File: config.mk
export PLATFORM = sky130hd
export DESIGN_NAME = dmem_arbiter
export DESIGN_NICKNAME = d
export VERILOG_FILES = /design/src/rtl/dmem_arb_pkg.sv /design/src/rtl/dmem_arb_starve_ctr.sv /design/src/rtl/dmem_arbiter.sv
export SDC_FILE = /design/constraint.sdc
export NUM_CORES = 1
export LEC_CHECK = 0
export ABC_AREA = 1
export CAP_MARGIN = 20
export CORE_AREA = 2 2 116 118
export DETAILED_ROUTE_END_ITERATION = 10
export DIE_AREA = 0 0 118 120
export HOLD_SLACK_MARGIN = 0.1
export PLACE_DENSITY = 0.64
export SETUP_SLACK_MARGIN = 0.15
export SLEW_MARGIN = 20
export SYNTH_ARGS = -nofsm -noshare
export SYNTH_HDL_FRONTEND = slang
export SYNTH_SLANG_ARGS = --single-unit
File: constraint.sdc
create_clock -name clk -period 1.6 [get_ports clk]
set_input_delay 0.24 -clock clk [delete_from_list [all_inputs] [get_ports clk]]
set_output_delay 0.24 -clock clk [all_outputs]
set_load 0.02 [all_outputs]
File: src/rtl/dmem_arb_pkg.sv
// ---------------------------------------------------------------------------
// dmem_arb_pkg
// Shared types and constants for the data-memory arbiter.
//   arb_state_t  : arbiter FSM state (normal sharing / post-forced-grant guard)
//   STARVE_CNT_W : width of the DMA starvation counter
// ---------------------------------------------------------------------------
package dmem_arb_pkg;

  localparam int STARVE_CNT_W = 4;

  typedef enum logic [0:0] {
    ARB_NORMAL = 1'b0,
    ARB_GUARD  = 1'b1
  } arb_state_t;

endpackage : dmem_arb_pkg

File: src/rtl/dmem_arb_starve_ctr.sv
// ---------------------------------------------------------------------------
// dmem_arb_starve_ctr
// Saturating counter of consecutive cycles the DMA port has lost arbitration.
// Clear has priority over increment; the count stops at LIMIT.
// Ports:
//   clk      clock
//   rst      asynchronous active-low reset
//   clr_i    clear the count (DMA granted or not requesting)
//   inc_i    conflict cycle: count up, saturating at LIMIT
//   cnt_o    current count
//   limit_o  count has reached LIMIT (forced grant allowed)
// ---------------------------------------------------------------------------
module dmem_arb_starve_ctr
  import dmem_arb_pkg::*;
#(
  parameter int LIMIT = 4
) (
  input  logic                    clk,
  input  logic                    rst,
  input  logic                    clr_i,
  input  logic                    inc_i,
  output logic [STARVE_CNT_W-1:0] cnt_o,
  output logic                    limit_o
);

  localparam logic [STARVE_CNT_W-1:0] LimitC = STARVE_CNT_W'(LIMIT);

  logic [STARVE_CNT_W-1:0] cnt_d, cnt_q;

  assign limit_o = (cnt_q == LimitC);
  assign cnt_o   = cnt_q;

  // NOTE: the next value is assigned a default first, so every path through
  // the block drives cnt_d and no latch is inferred.
  always_comb begin
    cnt_d = cnt_q;
    if (clr_i) begin
      cnt_d = '0;
    end else if (inc_i && !limit_o) begin
      cnt_d = cnt_q + 1'b1;
    end
  end

  // NOTE: state registers use non-blocking assignments so every flop samples
  // pre-edge values regardless of process evaluation order.
  always_ff @(posedge clk or negedge rst) begin
    if (!rst) begin
      cnt_q <= '0;
    end else begin
      cnt_q <= cnt_d;
    end
  end

endmodule : dmem_arb_starve_ctr

File: src/rtl/dmem_arbiter.sv
// ---------------------------------------------------------------------------
// dmem_arbiter
// Shares the single-ported data memory between the pipeline MEM stage (CPU)
// and a DMA/debug loader. The CPU owns the memory by default; the DMA is
// served in idle CPU cycles, or forced in after STARVE_LIMIT consecutive
// conflict cycles, stalling the pipeline for that one cycle. The cycle after
// a forced grant always belongs to the CPU (guard state).
// The CPU read path is combinational; DMA read data returns one cycle after
// the grant with a one-cycle valid pulse.
//
// Optional feature (macro DMEM_ARB_STATS_EN): adds 32-bit wrapping counters
// stall_cnt_o (cycles with cpu_stall_o high) and dma_cnt_o (DMA grant cycles).
//
// Ports:
//   clk, rst                      clock, asynchronous active-low reset
//   cpu_req_i/we_i/addr_i/wdata_i CPU (MEM stage) access request
//   cpu_rdata_o                   CPU read data (combinational)
//   cpu_stall_o                   freeze pipeline; CPU holds its request
//   dma_req_i/we_i/addr_i/wdata_i DMA access request, held until granted
//   dma_gnt_o                     DMA access performed this cycle
//   dma_rdata_o, dma_rvalid_o     registered DMA read data + valid pulse
//   mem_we_o/addr_o/wdata_o       data memory write/address/data
//   mem_rdata_i                   data memory read data (combinational)
// ---------------------------------------------------------------------------
module dmem_arbiter
  import dmem_arb_pkg::*;
#(
  parameter int ADDR_W       = 32,
  parameter int DATA_W       = 32,
  parameter int STARVE_LIMIT = 4
) (
  input  logic              clk,
  input  logic              rst,
  input  logic              cpu_req_i,
  input  logic              cpu_we_i,
  input  logic [ADDR_W-1:0] cpu_addr_i,
  input  logic [DATA_W-1:0] cpu_wdata_i,
  output logic [DATA_W-1:0] cpu_rdata_o,
  output logic              cpu_stall_o,
  input  logic              dma_req_i,
  input  logic              dma_we_i,
  input  logic [ADDR_W-1:0] dma_addr_i,
  input  logic [DATA_W-1:0] dma_wdata_i,
  output logic              dma_gnt_o,
  output logic [DATA_W-1:0] dma_rdata_o,
  output logic              dma_rvalid_o,
`ifdef DMEM_ARB_STATS_EN
  output logic [31:0]       stall_cnt_o,
  output logic [31:0]       dma_cnt_o,
`endif
  output logic              mem_we_o,
  output logic [ADDR_W-1:0] mem_addr_o,
  output logic [DATA_W-1:0] mem_wdata_o,
  input  logic [DATA_W-1:0] mem_rdata_i
);

  arb_state_t state_d, state_q;

  logic              conflict;
  logic              dma_gnt;
  logic              starve_limit;
  logic              rvalid_d, rvalid_q;
  logic [DATA_W-1:0] rdata_d, rdata_q;

  // Count is only observed through starve_limit.
  logic [STARVE_CNT_W-1:0] starve_cnt;

  assign conflict = cpu_req_i && dma_req_i;

  dmem_arb_starve_ctr #(
    .LIMIT (STARVE_LIMIT)
  ) u_starve_ctr (
    .clk     (clk),
    .rst     (rst),
    .clr_i   (dma_gnt || !dma_req_i),
    .inc_i   (conflict),
    .cnt_o   (starve_cnt),
    .limit_o (starve_limit)
  );

  // Grant decision and next state. The grant is gated by rst so no memory
  // write or stall can escape while the block is held in reset.
  always_comb begin
    state_d = state_q;
    dma_gnt = 1'b0;
    unique case (state_q)
      ARB_NORMAL: begin
        dma_gnt = dma_req_i && (!cpu_req_i || starve_limit);
        if (conflict && dma_gnt) begin
          state_d = ARB_GUARD;
        end
      end
      ARB_GUARD: begin
        dma_gnt = dma_req_i && !cpu_req_i;
        state_d = ARB_NORMAL;
      end
      default: state_d = ARB_NORMAL;
    endcase
    if (!rst) begin
      dma_gnt = 1'b0;
    end
  end

  assign dma_gnt_o   = dma_gnt;
  assign cpu_stall_o = cpu_req_i && dma_gnt;
  assign cpu_rdata_o = mem_rdata_i;

  // Memory mux: a stalled CPU store is dropped because the DMA owns the port.
  always_comb begin
    if (dma_gnt) begin
      mem_we_o    = dma_we_i;
      mem_addr_o  = dma_addr_i;
      mem_wdata_o = dma_wdata_i;
    end else begin
      mem_we_o    = rst && cpu_req_i && cpu_we_i;
      mem_addr_o  = cpu_addr_i;
      mem_wdata_o = cpu_wdata_i;
    end
  end

  // DMA read return: capture on a granted read, hold otherwise.
  assign rvalid_d = dma_gnt && !dma_we_i;
  assign rdata_d  = rvalid_d ? mem_rdata_i : rdata_q;

  always_ff @(posedge clk or negedge rst) begin
    if (!rst) begin
      state_q  <= ARB_NORMAL;
      rvalid_q <= 1'b0;
      rdata_q  <= '0;
    end else begin
      state_q  <= state_d;
      rvalid_q <= rvalid_d;
      rdata_q  <= rdata_d;
    end
  end

  assign dma_rvalid_o = rvalid_q;
  assign dma_rdata_o  = rdata_q;

`ifdef DMEM_ARB_STATS_EN
  logic [31:0] stall_cnt_q, dma_cnt_q;

  always_ff @(posedge clk or negedge rst) begin
    if (!rst) begin
      stall_cnt_q <= '0;
      dma_cnt_q   <= '0;
    end else begin
      if (cpu_stall_o) stall_cnt_q <= stall_cnt_q + 32'd1;
      if (dma_gnt)     dma_cnt_q   <= dma_cnt_q + 32'd1;
    end
  end

  assign stall_cnt_o = stall_cnt_q;
  assign dma_cnt_o   = dma_cnt_q;
`endif

endmodule : dmem_arbiter

Yosys cells after proc, flatten, opt, wreduce, memory -nomap -nowiden
Cells that the tools add are included.
Operators by class
  bitwise logic cells: 1
  muxes and demuxes: 9
  reductions and logical operators: 16
  equal/unequal tests: 1
  add/sub/neg operators: 1
Operator list (count)
  $mux W32: 2
  $logic_and A1 B1 Y1: 9
  $mux W4: 2
  $add A4 B1 Y4 const B: 1
  $eq A4 B3 Y1 const B: 1
  $logic_not A1 Y1: 4
  $pmux W1 S2: 2
  $mux W1: 3
  $logic_or A1 B1 Y1: 2
  $reduce_bool A2 Y1: 1
  $not A1 Y1: 1
Storage, ports and cells
  bits of input ports: 166
  output and inout bits: 132
  logic and storage cells: 32
  flip-flop bits (word level): 38

Longest topological paths before layout
  depth after elaboration: 7
  mapped depth: 12

Modules after synthesis
From an unflattened synthesis, not the netlist that was laid out.
Unflattened totals
  cell total of the unflattened synthesis: 432
  area, all modules: 2758.9 um2
By module, submodules not included
  dmem_arbiter: area an instance 2506.2 um2, cells each 400, instances 1
  dmem_arb_starve_ctr: area an instance 252.7 um2, cells each 32, instances 1

Least setup slack after synthesis
No wires, ideal clock.
  path kind: register to output
  from: register u_starve_ctr.cnt_q[0] (netlist: u_starve_ctr.cnt_o[0])
  to: output port mem_we_o
  stages on the path, launching flop included: 10
  required time: 1.360 ns
  data arrival time: 1.681 ns
  path buffers: 1
  setup slack: -0.321 ns
  cell sequence: dfrtp_1 > inv_1 > ha_1 > nand2_1 > nor2_2 > nand2_1 > nand2_2 > nand2_4 > buf_2 > o21ai_0
On the way
  longest elaborated chain between the ends: 6
RTL lines
  from (decl): RTL line dmem_arb_starve_ctr.sv:28  | logic [STARVE_CNT_W-1:0] cnt_d, cnt_q;
  from (signal assigned): RTL line dmem_arb_starve_ctr.sv:50  | cnt_q <= cnt_d;
  $eq A4 B3 Y1: RTL line dmem_arb_starve_ctr.sv:30  | assign limit_o = (cnt_q == LimitC);
  $logic_or A1 B1 Y1: RTL line dmem_arbiter.sv:88  | dma_gnt = dma_req_i && (!cpu_req_i || starve_limit);
  $logic_and A1 B1 Y1: RTL line dmem_arbiter.sv:88
  $pmux W1 S2: RTL line dmem_arbiter.sv:86  | unique case (state_q)
  $mux W1: RTL line dmem_arbiter.sv:99  | if (!rst) begin
  $mux W1: RTL line dmem_arbiter.sv:110  | if (dma_gnt) begin
  to (decl): RTL line dmem_arbiter.sv:51  | output logic mem_we_o,
Every way passes these cells.

Worst setup path after layout
  from: register u_starve_ctr.cnt_q[0] (netlist: u_starve_ctr.cnt_o[0])
  to: output port mem_addr_o[19]
On the way
  longest elaborated chain between the ends: 6
RTL lines
  $eq A4 B3 Y1: RTL line dmem_arb_starve_ctr.sv:30
  $logic_or A1 B1 Y1: RTL line dmem_arbiter.sv:88
  $logic_and A1 B1 Y1: RTL line dmem_arbiter.sv:88
  $pmux W1 S2: RTL line dmem_arbiter.sv:86
  $mux W1: RTL line dmem_arbiter.sv:99
  $mux W32: RTL line dmem_arbiter.sv:110
  to (decl): RTL line dmem_arbiter.sv:52  | output logic [ADDR_W-1:0] mem_addr_o,
Every way passes these cells.

==> summary.txt <==
First-pass GRT wire length = 21860 um
Post-synth EDFFs = 0
Worst setup path start = u_starve_ctr.cnt_o[0]$_DFFE_PN0P_
Clk slew on worst S/H paths = 60 ps
WS Path Type = register to output port
Number of CTS-inserted buffers = 5
GRT overflow = 0
RSZ-0062 raised after global routing = yes
Worst path arrival time = 1900 ps
# rows = 42
Max frequency = 0.4670 GHz
Peak supply drop = 528.7 uV
Crit path max-delay family = buffers and inverters
Setup ws final = -541.2 ps
Worst-Margin Slew = 498.8 ps
Largest net degree at the start of global routing = 39
Count of different cell masters after synthesis = 18
Tightest Hold Check Type = input pin to asynchronous set/reset pin
H-tree Lvls = 2
Final Wtd Congestion = 0.9010
Critical Path End Type = output port
Power Internal = 2.821 mW
Initial antenna violation count = 0
Starting DRT DRC Count = 161
Die width = 118 um
Crit path max fanout = 11
Failing checks = negative setup slack
Vias per Instance = 4.367
Post-synth top area share = 0.3726
Post-DR wirelength/cell = 16.34 um
Gate power share = 0.493
CTS tree = done
Max stage delay cell, worst path = dfrtp_1
Synth warn = 0
Syn_nets = 601
Nets = 896
Pwr dens = 643.7 nW/um^2
WP data required = 1360 ps
Layout cells sized above 1 = 0.3388
CTS Buffer Depth = 2
Final Hold Fails = 0
Clk pwr share = 0.231
Startpoint Class = register
Die height = 120 um
Antenna viol nets, final = 0
Async SR Flop Fraction = 1.000
Drt first pass iters = 6
Clock sinks = 38
Dpl hpwl = 10930 um
Sequential share of the synthesized area = 0.3470
PortBufs = 297
Core Box Area = 12980 sq um
Power, Total = 4.366 mW
Die ar. = 14160 sq um
Switching power total = 1.544 mW
Setup TNS = -36690 ps
Routed WL = 14790 um
Setup Skew = 6.611 ps
Worst hold slack = 159.3 ps
Reg power frac = 0.277
Flops & latches, synth = 38
Ys flop type = dfrtp_1
Synth area leaders = nand2_1, dfrtp_1, buf_4
Sw Ratio = 0.3537
Top post-synthesis cells by count = nand2_1, dfrtp_1, buf_4
R2R cell count = 12
Most frequent cell after synthesis = nand2_1
Clock Latency Late Sink = 280 ps
Vias = 3952
Critical Path Stages = 13
Final Cycle Share = 1.338
Dpl cells = 879
Status = complete, but fails checks
GRT Util Overall = 0.1948
Cell taking the most area after synthesis = nand2_1
Area Overhead vs Synth = 147.5%
Average size of a mapped cell = 6.328 sq um
Crit path time final = 2141 ps
Max Cap Viol = 0
Initial Util = 0.2111
Rel. slew slack = 0.6675
Vias in the first global route = 3984
# DRC = 0
Delay of the slowest critical-path stage = 390 ps
Worst path bufs/invs = 5
Mapped Cells = 433
Post-Layout Cell Count = 905
Origin of the critical flop-to-flop path = u_starve_ctr.cnt_o[0]$_DFFE_PN0P_
Ant diodes = 0
Leak = 3.400 nW
Setup violators final = 103
Crit path top cell by count = nand2_2
CP Cell Sequence = inv_2 > ha_4 > nand2_4 > nor2_4 > nand2_2 > nand2_2 > nand2_4 > inv_8 > buf_6 > clkbuf_16 > nand2_1 > nand2_2 > buf_6
CTS root buffer = clkbuf_16
Mapped cell area = 2740 sq um
I/O pin cnt = 298
Final Max Tran Viols = 0
flip-flops by register name (all words and copies together), names as in the netlist:
| name | count |
|---|---|
| dma_rdata_o | 32 |
| dma_rvalid_o | 1 |
| state_q | 1 |
| u_starve_ctr.cnt_o | 4 |
layer usage:
layer  global-route usage  up-vias  wire [um]
met5                    0        -          0
met4              0.06627        0        505
met3              0.04658       23       1102
met2               0.3492      202       7504
met1               0.2272     1820       5679
li1                     -     1907          -
timing repair:
item / in CTS / in global routing
pin swaps: 9 / 12
gates cloned: 7 / 3
resized for setup: 504 / 41
setup buffers: 7 / 1
endpoints found under the setup margin: 169 / 104
hold buffers: 0 / 0
power by group through the flow:
| stage | logic (mW) | clock network, mW | registers (mW) |
|---|---|---|---|
| floorplan | 0.687 | 0 | 1.42 |
| global placement | 2.07 | 0 | 1.22 |
| detailed placement | 2.08 | 0 | 1.22 |
| CTS | 2.11 | 1.03 | 1.21 |
| global route | 2.28 | 1.07 | 1.23 |
| finish | 2.15 | 1.01 | 1.21 |
tightest hold or removal path, cell delays in order:
cell	delay, ps
buf_2	110
buf_4	110
buf_4	410
per-stage QoR:
step                cell area, sq um  utilization  setup WS, ps
floorplan                       2924            -        -150.7
global route                    6782       0.5225        -643.8
detailed placement              5995       0.4618        -841.4
CTS                             6576       0.5067        -563.1
finish                          6782       0.5225        -541.2
global placement                5995       0.4618        -791.3
kinds of logic after synthesis:
| logic type | share of synthesized area |
|---|---|
| xor+xnor | 0.003197 |
| buf+inv | 0.1612 |
| flops | 0.3470 |
| simple gates | 0.4776 |
| fa+ha+maj | 0.009131 |
| compound gates | 0.001825 |
area by class of cell:
type                            instances  area, sq um
Sequential cell                        38        950.9
Tap cell                              176        220.2
Fill cell                            1273         6198
Timing Repair Buffer                  346         3649
Clock inverter                          2        12.51
Multi-Input combinational cell        326         1762
Clock buffer                            6        138.9
Inverter                               11        48.80
cells in the final DEF (no fill, tap or decap), types with 2 or more instances in the layout:
master / n
clkdlybuf4s50_1: 164
clkbuf_16: 7
buf_12: 10
nand2_1: 162
dlygate4sd2_1: 65
buf_16: 4
buf_4: 23
inv_1: 6
nand4_1: 32
buf_8: 3
nor2_4: 2
inv_2: 2
nand2_4: 18
buf_6: 73
clkinv_1: 2
nor2_2: 2
nor2_1: 6
nand2_2: 94
nand3_1: 5
dfrtp_1: 38
worst paths after layout:
| path | endpoint | slack [ps] |
|---|---|---|
| worst max register to register | dma_rdata_o[4]$_DFFE_PN0P_ | -130 |
| min in group clk | dma_rdata_o[14]$_DFFE_PN0P_ | 460 |
| worst min-delay path | dma_rdata_o[8]$_DFFE_PN0P_ | 160 |
| worst min register to register | dma_rdata_o[14]$_DFFE_PN0P_ | 460 |
| max in group asynchronous | dma_rdata_o[23]$_DFFE_PN0P_ | 1080 |
| worst max-delay path | mem_addr_o[19] | -540 |
Power figures use the tool's default switching activity.
